--- src/rtl/dds_pkg.sv ---
// Shared definitions for the DDS sweep sequencer: sequencer states,
// default widths and the DDS output-mode encodings.
package dds_pkg;

    localparam int FW_DEF  = 24;
    localparam int DWW_DEF = 16;

    localparam logic [1:0] MODE_CW    = 2'd0;
    localparam logic [1:0] MODE_AM    = 2'd1;
    localparam logic [1:0] MODE_FM    = 2'd2;
    localparam logic [1:0] MODE_DEMOD = 2'd3;

    typedef enum logic [1:0] {
        ST_IDLE  = 2'd0,
        ST_LOAD  = 2'd1,
        ST_DWELL = 2'd2,
        ST_FIN   = 2'd3
    } sweep_state_t;

endpackage

--- src/rtl/dds_dwell_timer.sv ---
// Dwell down-counter for the sweep sequencer. A load programs
// max(value,1)-1 so a dwell of 0 behaves like 1; zero flags the last
// cycle of the current frequency point.
module dds_dwell_timer #(
    parameter int DWW = 16
) (
    input  logic           clk,
    input  logic           rst,
    input  logic           load,
    input  logic           dec,
    input  logic [DWW-1:0] value,
    output logic           zero
);

    logic [DWW-1:0] cnt_r;

    // Counter: reload takes priority, otherwise count down to zero and stop.
    always_ff @(posedge clk or negedge rst) begin
        if (!rst) begin
            cnt_r <= {DWW{1'b0}};
        end else if (load) begin
            cnt_r <= (value == {DWW{1'b0}}) ? {DWW{1'b0}}
                                            : value - {{(DWW-1){1'b0}}, 1'b1};
        end else if (dec && (cnt_r != {DWW{1'b0}})) begin
            cnt_r <= cnt_r - {{(DWW-1){1'b0}}, 1'b1};
        end else begin
            cnt_r <= cnt_r;
        end
    end

    assign zero = (cnt_r == {DWW{1'b0}});

endmodule

--- src/rtl/dds_sweep_ctrl.sv ---
// Frequency sweep sequencer for the DDS core. Takes a sweep config over
// valid/ready, then steps fc from f_start to f_stop holding each point for
// max(dwell,1) cycles. Optional build macro SWEEP_PINGPONG_EN turns the
// single upward pass into an endless up/down sweep ended only by abort.
module dds_sweep_ctrl
    import dds_pkg::*;
#(
    parameter int            FW     = FW_DEF,
    parameter int            DWW    = DWW_DEF,
    parameter logic [FW-1:0] RST_FC = 24'd100000
) (
    input  logic           clk,
    input  logic           rst,
    input  logic           cfg_valid,
    output logic           cfg_ready,
    input  logic [FW-1:0]  cfg_f_start,
    input  logic [FW-1:0]  cfg_f_stop,
    input  logic [FW-1:0]  cfg_f_step,
    input  logic [DWW-1:0] cfg_dwell,
    input  logic [1:0]     cfg_mode,
    input  logic [FW-1:0]  cfg_fs,
    input  logic [3:0]     cfg_ma,
    input  logic [15:0]    cfg_fd,
    input  logic           start,
    input  logic           abort,
    output logic [FW-1:0]  fc,
    output logic [FW-1:0]  fs,
    output logic [3:0]     ma,
    output logic [15:0]    fd,
    output logic [1:0]     mode,
    output logic           busy,
    output logic           done,
    output logic           step_tick,
    output logic           cfg_err
);

    sweep_state_t   state_r, state_nx_s;
    logic [FW-1:0]  sh_f_start_r, sh_f_stop_r, sh_f_step_r, sh_fs_r;
    logic [DWW-1:0] sh_dwell_r;
    logic [1:0]     sh_mode_r, mode_r;
    logic [3:0]     sh_ma_r, ma_r;
    logic [15:0]    sh_fd_r, fd_r;
    logic           cfg_valid_q_r, cfg_err_r;
    logic [FW-1:0]  fc_r, fc_nx_s, fs_r;
    logic           busy_r, done_r, step_tick_r;
    logic           tmr_load_s, tmr_dec_s, tmr_zero_s, step_s, ld_s;
    logic           cfg_legal_s, cfg_take_s;
    logic [FW:0]    sum_s;
    logic [FW-1:0]  up_s;
`ifdef SWEEP_PINGPONG_EN
    logic           dir_r, dir_nx_s;
    logic [FW:0]    room_s;
    logic [FW-1:0]  dn_s;
`endif

    assign cfg_ready   = (state_r == ST_IDLE);
    assign cfg_take_s  = cfg_valid && cfg_ready;
    assign cfg_legal_s = (cfg_f_start <= cfg_f_stop) && (cfg_f_step != {FW{1'b0}});

    // One extra bit on the sum so stepping near full scale clamps instead of wrapping.
    assign sum_s = {1'b0, fc_r} + {1'b0, sh_f_step_r};
    assign up_s  = (sum_s > {1'b0, sh_f_stop_r}) ? sh_f_stop_r : sum_s[FW-1:0];
`ifdef SWEEP_PINGPONG_EN
    // fc never drops below f_start, so the distance above it decides the clamp.
    assign room_s = {1'b0, fc_r} - {1'b0, sh_f_start_r};
    assign dn_s   = (room_s > {1'b0, sh_f_step_r}) ? (fc_r - sh_f_step_r) : sh_f_start_r;
`endif

    dds_dwell_timer #(.DWW(DWW)) u_dwell (
        .clk   (clk),
        .rst   (rst),
        .load  (tmr_load_s),
        .dec   (tmr_dec_s),
        .value (sh_dwell_r),
        .zero  (tmr_zero_s)
    );

    // Sequencer next-state, next fc and timer control.
    always_comb begin
        state_nx_s = state_r;
        fc_nx_s    = fc_r;
        tmr_load_s = 1'b0;
        tmr_dec_s  = 1'b0;
        step_s     = 1'b0;
        ld_s       = 1'b0;
`ifdef SWEEP_PINGPONG_EN
        dir_nx_s   = dir_r;
`endif
        if (abort) begin
            state_nx_s = ST_IDLE;
        end else begin
            case (state_r)
                ST_IDLE: begin
                    if (start && cfg_valid_q_r) begin
                        state_nx_s = ST_LOAD;
                    end else begin
                        state_nx_s = ST_IDLE;
                    end
                end
                ST_LOAD: begin
                    ld_s       = 1'b1;
                    fc_nx_s    = sh_f_start_r;
                    tmr_load_s = 1'b1;
                    state_nx_s = ST_DWELL;
`ifdef SWEEP_PINGPONG_EN
                    dir_nx_s   = 1'b0;
`endif
                end
                ST_DWELL: begin
                    if (!tmr_zero_s) begin
                        tmr_dec_s = 1'b1;
                    end else begin
`ifdef SWEEP_PINGPONG_EN
                        tmr_load_s = 1'b1;
                        if (!dir_r) begin
                            if (fc_r == sh_f_stop_r) begin
                                dir_nx_s = 1'b1;
                                fc_nx_s  = dn_s;
                            end else begin
                                fc_nx_s  = up_s;
                            end
                        end else begin
                            if (fc_r == sh_f_start_r) begin
                                dir_nx_s = 1'b0;
                                fc_nx_s  = up_s;
                            end else begin
                                fc_nx_s  = dn_s;
                            end
                        end
                        step_s = (fc_nx_s != fc_r);
`else
                        if (fc_r == sh_f_stop_r) begin
                            state_nx_s = ST_FIN;
                        end else begin
                            fc_nx_s    = up_s;
                            step_s     = 1'b1;
                            tmr_load_s = 1'b1;
                        end
`endif
                    end
                end
                ST_FIN: begin
                    state_nx_s = ST_IDLE;
                end
                default: begin
                    state_nx_s = ST_IDLE;
                end
            endcase
        end
    end

    // State, DDS control outputs and status pulses.
    always_ff @(posedge clk or negedge rst) begin
        if (!rst) begin
            state_r     <= ST_IDLE;
            fc_r        <= RST_FC;
            fs_r        <= {FW{1'b0}};
            ma_r        <= 4'd0;
            fd_r        <= 16'd0;
            mode_r      <= MODE_CW;
            busy_r      <= 1'b0;
            done_r      <= 1'b0;
            step_tick_r <= 1'b0;
`ifdef SWEEP_PINGPONG_EN
            dir_r       <= 1'b0;
`endif
        end else begin
            state_r     <= state_nx_s;
            fc_r        <= fc_nx_s;
            busy_r      <= (state_nx_s == ST_LOAD) || (state_nx_s == ST_DWELL);
            done_r      <= (state_nx_s == ST_FIN);
            step_tick_r <= step_s;
`ifdef SWEEP_PINGPONG_EN
            dir_r       <= dir_nx_s;
`endif
            if (ld_s) begin
                fs_r   <= sh_fs_r;
                ma_r   <= sh_ma_r;
                fd_r   <= sh_fd_r;
                mode_r <= sh_mode_r;
            end else begin
                fs_r   <= fs_r;
                ma_r   <= ma_r;
                fd_r   <= fd_r;
                mode_r <= mode_r;
            end
        end
    end

    // Config shadow capture and legality flag, only while idle.
    always_ff @(posedge clk or negedge rst) begin
        if (!rst) begin
            sh_f_start_r  <= {FW{1'b0}};
            sh_f_stop_r   <= {FW{1'b0}};
            sh_f_step_r   <= {FW{1'b0}};
            sh_dwell_r    <= {DWW{1'b0}};
            sh_mode_r     <= MODE_CW;
            sh_fs_r       <= {FW{1'b0}};
            sh_ma_r       <= 4'd0;
            sh_fd_r       <= 16'd0;
            cfg_valid_q_r <= 1'b0;
            cfg_err_r     <= 1'b0;
        end else if (cfg_take_s) begin
            sh_f_start_r  <= cfg_f_start;
            sh_f_stop_r   <= cfg_f_stop;
            sh_f_step_r   <= cfg_f_step;
            sh_dwell_r    <= cfg_dwell;
            sh_mode_r     <= cfg_mode;
            sh_fs_r       <= cfg_fs;
            sh_ma_r       <= cfg_ma;
            sh_fd_r       <= cfg_fd;
            cfg_valid_q_r <= cfg_legal_s;
            cfg_err_r     <= !cfg_legal_s;
        end else begin
            cfg_err_r     <= 1'b0;
        end
    end

    assign fc        = fc_r;
    assign fs        = fs_r;
    assign ma        = ma_r;
    assign fd        = fd_r;
    assign mode      = mode_r;
    assign busy      = busy_r;
    assign done      = done_r;
    assign step_tick = step_tick_r;
    assign cfg_err   = cfg_err_r;

endmodule
--- config.mk ---
export PLATFORM = sky130hd
export DESIGN_NAME = dds_sweep_ctrl
export DESIGN_NICKNAME = d
export VERILOG_FILES = /design/src/rtl/dds_pkg.sv /design/src/rtl/dds_dwell_timer.sv /design/src/rtl/dds_sweep_ctrl.sv
export SDC_FILE = /design/constraint.sdc
export NUM_CORES = 1
export LEC_CHECK = 0
export CAP_MARGIN = 20
export CORE_UTILIZATION = 31
export DETAILED_ROUTE_END_ITERATION = 10
export GPL_ROUTABILITY_DRIVEN = 1
export SLEW_MARGIN = 40
export SYNTH_ARGS = -nofsm -noshare
export SYNTH_HDL_FRONTEND = slang
export SYNTH_SLANG_ARGS = --single-unit
export TNS_END_PERCENT = 100
--- constraint.sdc ---
create_clock -name clk -period 8.9 [get_ports clk]
set_clock_uncertainty 0.05 [all_clocks]
set_input_delay 1.78 -clock clk [delete_from_list [all_inputs] [get_ports clk]]
set_output_delay 1.78 -clock clk [all_outputs]
set_load 0.01 [all_outputs]
-- Word level (Yosys, flattened, before mapping)
Cells that the tools add are included.
- register bits after elaboration: 227
- input bits: 139
- word-level logic and storage cells: 73
- add/sub/neg operators: 3
- reduce and logical (&&, ||, !) cells: 14
- muxes and demuxes: 24
- $lt $le $gt $ge: 2
- eq/ne operators: 9
- bitwise logic cells: 1
- operators by type and width (cell ; count):
    2-to-1 mux 24 bit ; 3
    2-to-1 mux 16 bit ; 3
    one-hot mux 24 bit (2 select lines) ; 1
    logical NOT 16 bit ; 2
    subtractor 16 x 1 -> 16 bit (second input constant) ; 2
    adder 24 x 24 -> 25 bit ; 1
    greater-than comparator 25 x 24 -> 1 bit ; 1
    == test 24 bit ; 1
    <= comparator 24 bit ; 1
    nonzero test 24 bit ; 1
    nonzero test 16 bit ; 1
    2-to-1 mux 1 bit ; 12
    == test 2 bit (second input constant) ; 4
    one-hot mux 2 bit (4 select lines) ; 1
    2-to-1 mux 2 bit ; 3
    == test 2 x 1 -> 1 bit (second input constant) ; 2
    logical AND 1 bit ; 4
    inequality test 2 bit (second input constant) ; 2
    AND reduction 4 bit ; 1
    nonzero test 2 bit ; 2
    logical NOT 2 bit ; 1
    one-hot mux 1 bit (2 select lines) ; 1
    logical NOT 1 bit ; 1
    logical OR 1 bit ; 1
    NOT 1 bit ; 1

-- Depth between registers and ports, before layout
Gate-level depths: netlist of run 1.
- depth after elaboration: 7
- gate-level depth with buffers: 23
- gate-level depth less buffers: 21

-- Cells and area by module
From an unflattened synthesis of run 1, not the netlist that was laid out.
- cell total of the unflattened synthesis: 1073
- area, all modules: 12249.2 µm²
- modules (own cells, without submodules) (module ; times used ; sequential area each (µm²) ; area each (µm²) ; cells an instance):
    dds_sweep_ctrl ; 1 ; 5287.6 ; 10880.4 ; 926
    dds_dwell_timer ; 1 ; 400.4 ; 1368.8 ; 147

-- Worst setup path after synthesis of run 1
OpenSTA, ideal clock, no wires.
- path kind: register to register
- from: register fc_r[0], in the netlist fc[0]
- to: register fc_r[11], in the netlist fc[11]
- setup slack: 4366 ps
- buffers on the path: 2
- data arrival time: 4350 ps
- library setup time: 133 ps
- clock period less this slack: 4534 ps
- cell stages (with the launch flop): 22
- cells stage by stage: dfrtp_1 ha_1 fa_1 a21oi_1 nor2_1 o31a_1 o211ai_1 nand3_1 and2_1 a2111oi_0 nor2_1 ha_1 o21a_1 o21ai_0 a32oi_1 o21ai_0 o21ai_0 o21bai_1 buf_2 buf_2 mux2i_1 o21ai_0
- word-level cells in the longest chain between the ends: 6
- RTL lines (element ; RTL line ; text):
    start, declared ; dds_sweep_ctrl.sv:44 ; logic [FW-1:0] fc_r, fc_nx_s, fs_r;
    start signal, assigned ; dds_sweep_ctrl.sv:169 ; fc_r <= fc_nx_s;
    adder 24 x 24 -> 25 bit ; dds_sweep_ctrl.sv:61 ; assign sum_s = {1'b0, fc_r} + {1'b0, sh_f_step_r};
    greater-than comparator 25 x 24 -> 1 bit ; dds_sweep_ctrl.sv:62 ; assign up_s = (sum_s > {1'b0, sh_f_stop_r}) ? sh_f_stop_r : sum_s[FW-1:0];
    2-to-1 mux 24 bit ; dds_sweep_ctrl.sv:62 ;
    2-to-1 mux 24 bit ; dds_sweep_ctrl.sv:132 ; if (fc_r == sh_f_stop_r) begin
    2-to-1 mux 24 bit ; dds_sweep_ctrl.sv:110 ; if (!tmr_zero_s) begin
    one-hot mux 24 bit (2 select lines) ; dds_sweep_ctrl.sv:92 ; case (state_r)
Parallel ways exist; a longest one is shown, timed or not. The select of a mux whose other input is x is not followed.
A chain may end at the register's enable or synchronous reset.

-- Worst setup path after layout of run 1
- from: register fc_r[0], in the netlist fc[0]
- to: register fc_r[19], in the netlist fc[19]
The elaborated chain is that of the path after synthesis.

==> results of run 1 <==
power by group through the flow:
stage	sequential [µW]	clock, µW	combinational [µW]
finish	1680	1210	2560
global route	1730	1280	2850
detailed placement	1690	0	2560
floorplan	1680	0	1640
global placement	1680	0	2550
CTS	1680	1250	2580
metal layers:
layer  global-route usage [%]  vias up  share of wire, %
met4                     3.90        2               2.0
met3                     5.32       45               7.8
met5                        0        -             0.039
met1                     21.3     4384                44
li1                         -     4317                 -
met2                     27.9      255                47
layout by cell type (no fill, tap or decap), drive strengths merged, types with 12 or more instances in the layout:
cell type        n
dfrtp          221
clkdlybuf4s50  212
mux2           159
ha              79
nand2           67
o21ai           66
inv             63
nor2            53
xnor2           50
a21oi           40
clkbuf          36
a21o            27
nor2b           25
a31oi           24
nand4           22
nor3            19
mux2i           18
xor2            17
nor4            13
nand3           12
area by class of cell:
cell class | instances | area, µm² | area share (%)
antenna | 1 | 2.50 | 0.0158
clock buffer | 36 | 751 | 4.74
clock inverter | 12 | 223 | 1.41
inverter | 63 | 236 | 1.49
multi-input combinational | 762 | 6040 | 38.2
sequential | 227 | 5690 | 35.9
tap | 511 | 639 | 4.04
timing repair buffer | 222 | 2240 | 14.2
flip-flops by register name, indices dropped and copies added, names as in the netlist, 2 cells and up:
name / cells
fc: 24
fs: 24
sh_f_start_r: 24
sh_f_step_r: 24
sh_f_stop_r: 24
sh_fs_r: 24
fd: 16
sh_dwell_r: 16
sh_fd_r: 16
u_dwell.cnt_r: 16
ma: 4
sh_ma_r: 4
mode: 2
sh_mode_r: 2
state_r: 2
through the flow:
step	utilization, %	total power, µW	hold WS [ps]	worst slack, ps
3_3_place_gp	38.9	4230	417	3740
2_1_floorplan	-	3320	401	4370
4_1_cts	41.5	5510	453	3580
3_5_place_dp	38.9	4250	440	3600
5_1_grt	41.6	5860	462	3100
6_report	41.6	5450	450	3640
cell usage after synthesis, types with 17 or more instances:
master and n:
a21o_1 27, a21oi_1 40, a31oi_1 24, clkbuf_1 24, dfrtp_1 221, ha_1 79, inv_1 63, mux2_2 159
mux2i_1 18, nand2_1 65, nand4_1 22, nor2_1 52, nor2b_1 25, nor3_1 19, o21ai_0 61, xnor2_1 50
xor2_1 17
final timing paths:
| path | from | end | cells after the start |
|---|---|---|---|
| min in group asynchronous | rst | sh_fs_r[1]$_DFFE_PN0P_ | 1 |
| setup / recovery | fc[0]$_DFFE_PN0P_ | fc[19]$_DFFE_PN0P_ | 21 |
| max in group asynchronous | rst | sh_ma_r[2]$_DFFE_PN0P_ | 3 |
| hold reg to reg | sh_fs_r[23]$_DFFE_PN0P_ | fs[23]$_DFFE_PN0P_ | 1 |
| setup reg to reg | fc[0]$_DFFE_PN0P_ | fc[19]$_DFFE_PN0P_ | 21 |
| hold / removal | sh_fs_r[23]$_DFFE_PN0P_ | fs[23]$_DFFE_PN0P_ | 1 |
kinds of logic after synthesis:
kind of cell               count (synthesis)
AOI/OAI and AO/OA                        208
xor gates and xnor gates                  67
adders and majority gates                 80
buffers and inverters                    101
DFF                                      227
muxes                                    177
and+or+nand+nor                          230
==> impl_results.md, run 1 <==
* Psw at ~2000 µW
* Yosys cell types at 56
* CTS tree: done
* CP Capture Type: register
* Starting Density at 31.8%
* Avg WL per Cell at around 18 µm
* Reg clk slew, reported paths at about 60 ps
* RSZ-0062 raised after global routing: no
* Synthesized area per cell at roughly 11 µm²
* Final ANT Viol Nets at 0
* Largest net degree at the start of global routing at between 90 and 100
* Rel. slew slack at 50.4%
* #FFs+latches synth at 227
* Reg2reg setup slack at between 3000 and 4000 ps
* Clock latency on the worst-skew pair at roughly 570 ps
* Vias at between 9000 and 10000
* WL final at 33000 µm
* Sw Share at a little under two fifths
* Pwr dens at roughly 340 nW/µm²
* Fmax at about 0.19 GHz
* Sink Count at 227
* Post-CTS Hold Fix Bufs at 0
* Post-synth EDFFs at 0
* Cell chain of the critical path: ha_1, fa_1, a21oi_1, nor2_1, o31a_1, o211ai_1, nand3_1, and2_1, a2111oi_0, nor2_1, ha_1, o21a_1, o21ai_0, a32oi_1, a211oi_1, o21ai_0, o21bai_2, buf_4, inv_1, nor2_1, a221o_1
* Leak pwr at 0.00683 µW
* Grt ovf at 0
* Period utilisation layout at roughly 59%
* Antenna violations before repair at 2
* Final Hold Violating Endpoints at 0
* DRC viols at 0
* Pint at ~3400 µW
* Post-synth ARST share at between 90% and 100%
* Post-Synth XOR/XNOR Area at 4.85%
* Fin cells at 1834
* H-tree levels at 1
* Total GRT Usage at about 17%
* Vias in the first global route at 9361
* Share of the synthesized area in the top cell type at 45.8%
* Sequential share of power at between 30% and 40%
* Main synth FF type: dfrtp_1
* I/O pins at approximately 210
* Share of cells above drive strength 1 at between 10% and 20%
* Seq/Total Area, Yosys at between 40% and 50%
* 1st-iter DRT viols at 417
* Post-Synth Adder-Cell Area at 8.34%
* Synth Area in Compound Gates at a little over a tenth
* Synth Instances at about 1100
* Status: finished, final reports clean
* Final nets at between 1500 and 2000
* Setup crit start kind: register
* Max-cap violations at 0
* Area of the core at roughly 38000 µm²
* WS Path Type: register to register
* Area Overhead vs Synth at 30.9%
* Simple-gate share of the synthesized area at 9.40%
* Inst Count DP at 1783
* Post-Synthesis Cell Area at 12100 µm²
* Setup-failing EPs final at 0
* Hpwl dp at ~24000 µm
* Main combinational cell family by area after synthesis: multiplexers
* Required @ worst endpoint at between 9000 and 10000 ps
* First-pass GRT wire length at approximately 52000 µm
* DIE AREA at between 30000 and 40000 µm²
* Via density at around 4.9
* Routability-driven placement congestion ratio at slightly above 0.9
* Number of setup buffers added after CTS at 0
* Post-Layout Inst Area at approximately 16000 µm²
* Cell with the most instances on the worst path: nor2_1
* CTS max path bufs at 3
* Clock share of power at between 20% and 30%
* HP Class: register to register
* Comb power frac at between 40% and 50%
* Slowest CP cell: a2111oi_0
* Crit path time final at approximately 5300 ps
* Dpl cell area at approximately 15000 µm²
* Die W at around 200 µm
* Syn. warnings at 0
* Slowest Stage Delay on Critical Path at 520 ps
* Top cells by area, synth: dfrtp_1 (46%), mux2_2 (15%), ha_1 (8.2%)
* Worst Path Buf+Inv at 2
* CTS root buffer: clkbuf_16
* First drt pass iteration count at 5
* Port Buffers at 213
* # fillers at ~3700
* Arr. time, crit path at 5660 ps
* Resized Gates After CTS at 0
* IR drop worst, VDD at between 0.15 and 0.2 mV
* CP Max Fanout at 18
* Fin Setup TNS at 0 ps
* # rows at between 70 and 80
* Total clock buffers created by CTS at 28
* Delay-heaviest family, CP: compound AO/OA/AOI/OAI gates
* Measured slew at the worst slew-check pin at approximately 740 ps
* Max-slew violations at 0
* Die height at around 200 µm
* Synth Net Count at between 1000 and 1500
* Largest area contributor in the netlist: dfrtp_1
* Mux cell area share after synthesis at around 16%
Power figures use the tool's default switching activity.
==> run 2: changes to the inputs <==
- clock period: 8.9 -> 5.2 ns (I/O delays scaled with it)
==> run 2 against run 1 <==
Worst hold slack got worse by 150 ps. Total power rose by 69%. Clock-buffer cell count rose by 2. Maximum frequency rose by 10%. Clock power rose by 55%. Critical path type unchanged. Largest power group unchanged.
==> impl_results.md, run 2 (synthesis gave the netlist of run 1 again) <==
* Max-cap violations at 0
* Reg clk slew, reported paths at 60 ps
* CTS tree: done
* Avg WL per Cell at ~18 µm
* Status: finished, final reports clean
* Sink Count at about 230
* Hpwl dp at 24700 µm
* Leak pwr at about 0.0068 µW
* CTS max path bufs at 3
* DRC viols at 0
* Post-CTS Hold Fix Bufs at 0
* I/O pins at ~210
* Final Hold Violating Endpoints at 0
* Period utilisation layout at roughly nine tenths
* Final nets at ~1500
* HP Class: primary input to asynchronous set/reset pin
* Total GRT Usage at around 17%
* First-pass GRT wire length at ~52000 µm
* CP Capture Type: register
* Core Util, Final at between 40% and 50%
* Setup crit start kind: register
* Fin Setup TNS at 0 ps
* Die W at about 200 µm
* Rel. slew slack at 47.9%
* CP Max Fanout at 6
* Largest net degree at the start of global routing at 87
* Fmax at around 0.21 GHz
* WL final at approximately 33000 µm
* # rows at 71
* Port Buffers at 213
* Routability-driven placement congestion ratio at ~0.95
* Final ANT Viol Nets at 0
* RSZ-0062 raised after global routing: no
* Die height at about 200 µm
* IR drop worst, VDD at about 0.33 mV
* WS Path Type: register to register
* Antenna violations before repair at 2
* Area Overhead vs Synth at 30.7%
* Arr. time, crit path at slightly above 5000 ps
* Total clock buffers created by CTS at 26
* Pwr dens at 584 nW/µm²
* Inst Count DP at 1787
* Crit path time final at roughly 4800 ps
* Measured slew at the worst slew-check pin at around 770 ps
* Max-slew violations at 0
* Clock latency on the worst-skew pair at ~570 ps
* Required @ worst endpoint at around 5600 ps
* Setup-failing EPs final at 0
* First drt pass iteration count at 5
* Most common cell after layout, fill and taps aside: dfrtp_1
* Area of the core at 38000 µm²
* Via density at just under 5
* Most frequent cells in the layout: dfrtp_1 (221), clkdlybuf4s50_1 (212), mux2_2 (159)
* DIE AREA at between 30000 and 40000 µm²
* Fin cells at 1834
* Vias at 8946
* Grt ovf at 0
* CTS root buffer: clkbuf_16
* Share of cells above drive strength 1 at ~18%
* 1st-iter DRT viols at 362
* H-tree levels at 1
* Starting Density at 31.8%
* Vias in the first global route at ~9400
run 2: cell types whose count changed in the layout (fill, tap and decap cells not counted), sizes merged:
| cell | delta |
|---|---|
| buf | +4 |
| bufinv | -3 |
| clkinvlp | -2 |
| clkinv | -1 |
| clkbuf | +2 |
run 2: timing repair:
item | in CTS | in global routing
gates resized for setup | 0 | 5
setup buffers | 0 | 1
setup endpoints to repair | 0 | 24
run 2: critical path: stages, from the launching register on:
cell      delay (ps)
dfrtp_1          450
ha_1             340
a211oi_1         280
o21ai_1          150
a31oi_2          250
o21ai_1          160
a31oi_2          330
o31a_1           280
a21oi_1          110
xnor2_1          280
inv_1             80
ha_1             300
o21a_1           170
o21ai_0          140
a32oi_1           90
a211oi_1         200
o21ai_0          120
o21bai_2         280
inv_2            170
nor2_1           120
a221o_1          320
run 2: routing by layer:
| layer | wire [µm] | vias to the layer above | share of wire, % | GRT usage [%] |
|---|---|---|---|---|
| met5 | 13 | - | 0.039 | 0 |
| met4 | 1060 | 2 | 3.2 | 5.23 |
| met3 | 2710 | 54 | 8.2 | 5.25 |
| met2 | 14800 | 249 | 45 | 27.5 |
| met1 | 14400 | 4326 | 44 | 21.2 |
| li1 | - | 4315 | - | - |
run 2: area by class of cell:
class / count / area, µm²
flip-flops and latches: 227 / 5690
fillers: 3734 / 22200
diodes: 1 / 2.50
inverters: 63 / 236
repair buffers: 226 / 2300
multi-input cells: 762 / 6050
clock inverters: 6 / 113
clock buffers: 38 / 766
well taps: 511 / 639
run 2: worst paths after layout:
kind	from	endpoint	slack (ps)	depth (start not counted)
worst min-delay path	rst	sh_fd_r[1]$_DFFE_PN0P_	300	1
worst min register to register	sh_f_start_r[0]$_DFFE_PN0P_	sh_f_start_r[0]$_DFFE_PN0P_	440	2
worst max register to register	fc[1]$_DFFE_PN0P_	fc[17]$_DFFE_PN0P_	430	20
min in group clk	sh_f_start_r[0]$_DFFE_PN0P_	sh_f_start_r[0]$_DFFE_PN0P_	440	2
max in group asynchronous	rst	sh_f_step_r[15]$_DFFE_PN0P_	3950	2
worst max-delay path	fc[1]$_DFFE_PN0P_	fc[17]$_DFFE_PN0P_	430	20
run 2: per-stage QoR:
stage | hold WS (ps) | setup WS, ps | power [µW] | area [µm²]
5_1_grt | 302 | 29.6 | 9900 | 15800
2_1_floorplan | 401 | 666 | 5680 | 12100
3_5_place_dp | 425 | 76.5 | 7320 | 14900
6_report | 300 | 429 | 9220 | 15800
3_3_place_gp | 422 | 237 | 7280 | 14800
4_1_cts | 281 | 76.4 | 9280 | 15700
run 2: where the power goes:
group,internal (µW),switching [µW],leakage [µW]
clock network,1120,757,0.000428
logic,2260,2210,0.00369
registers,2370,507,0.00270
total,5740,3480,0.00682
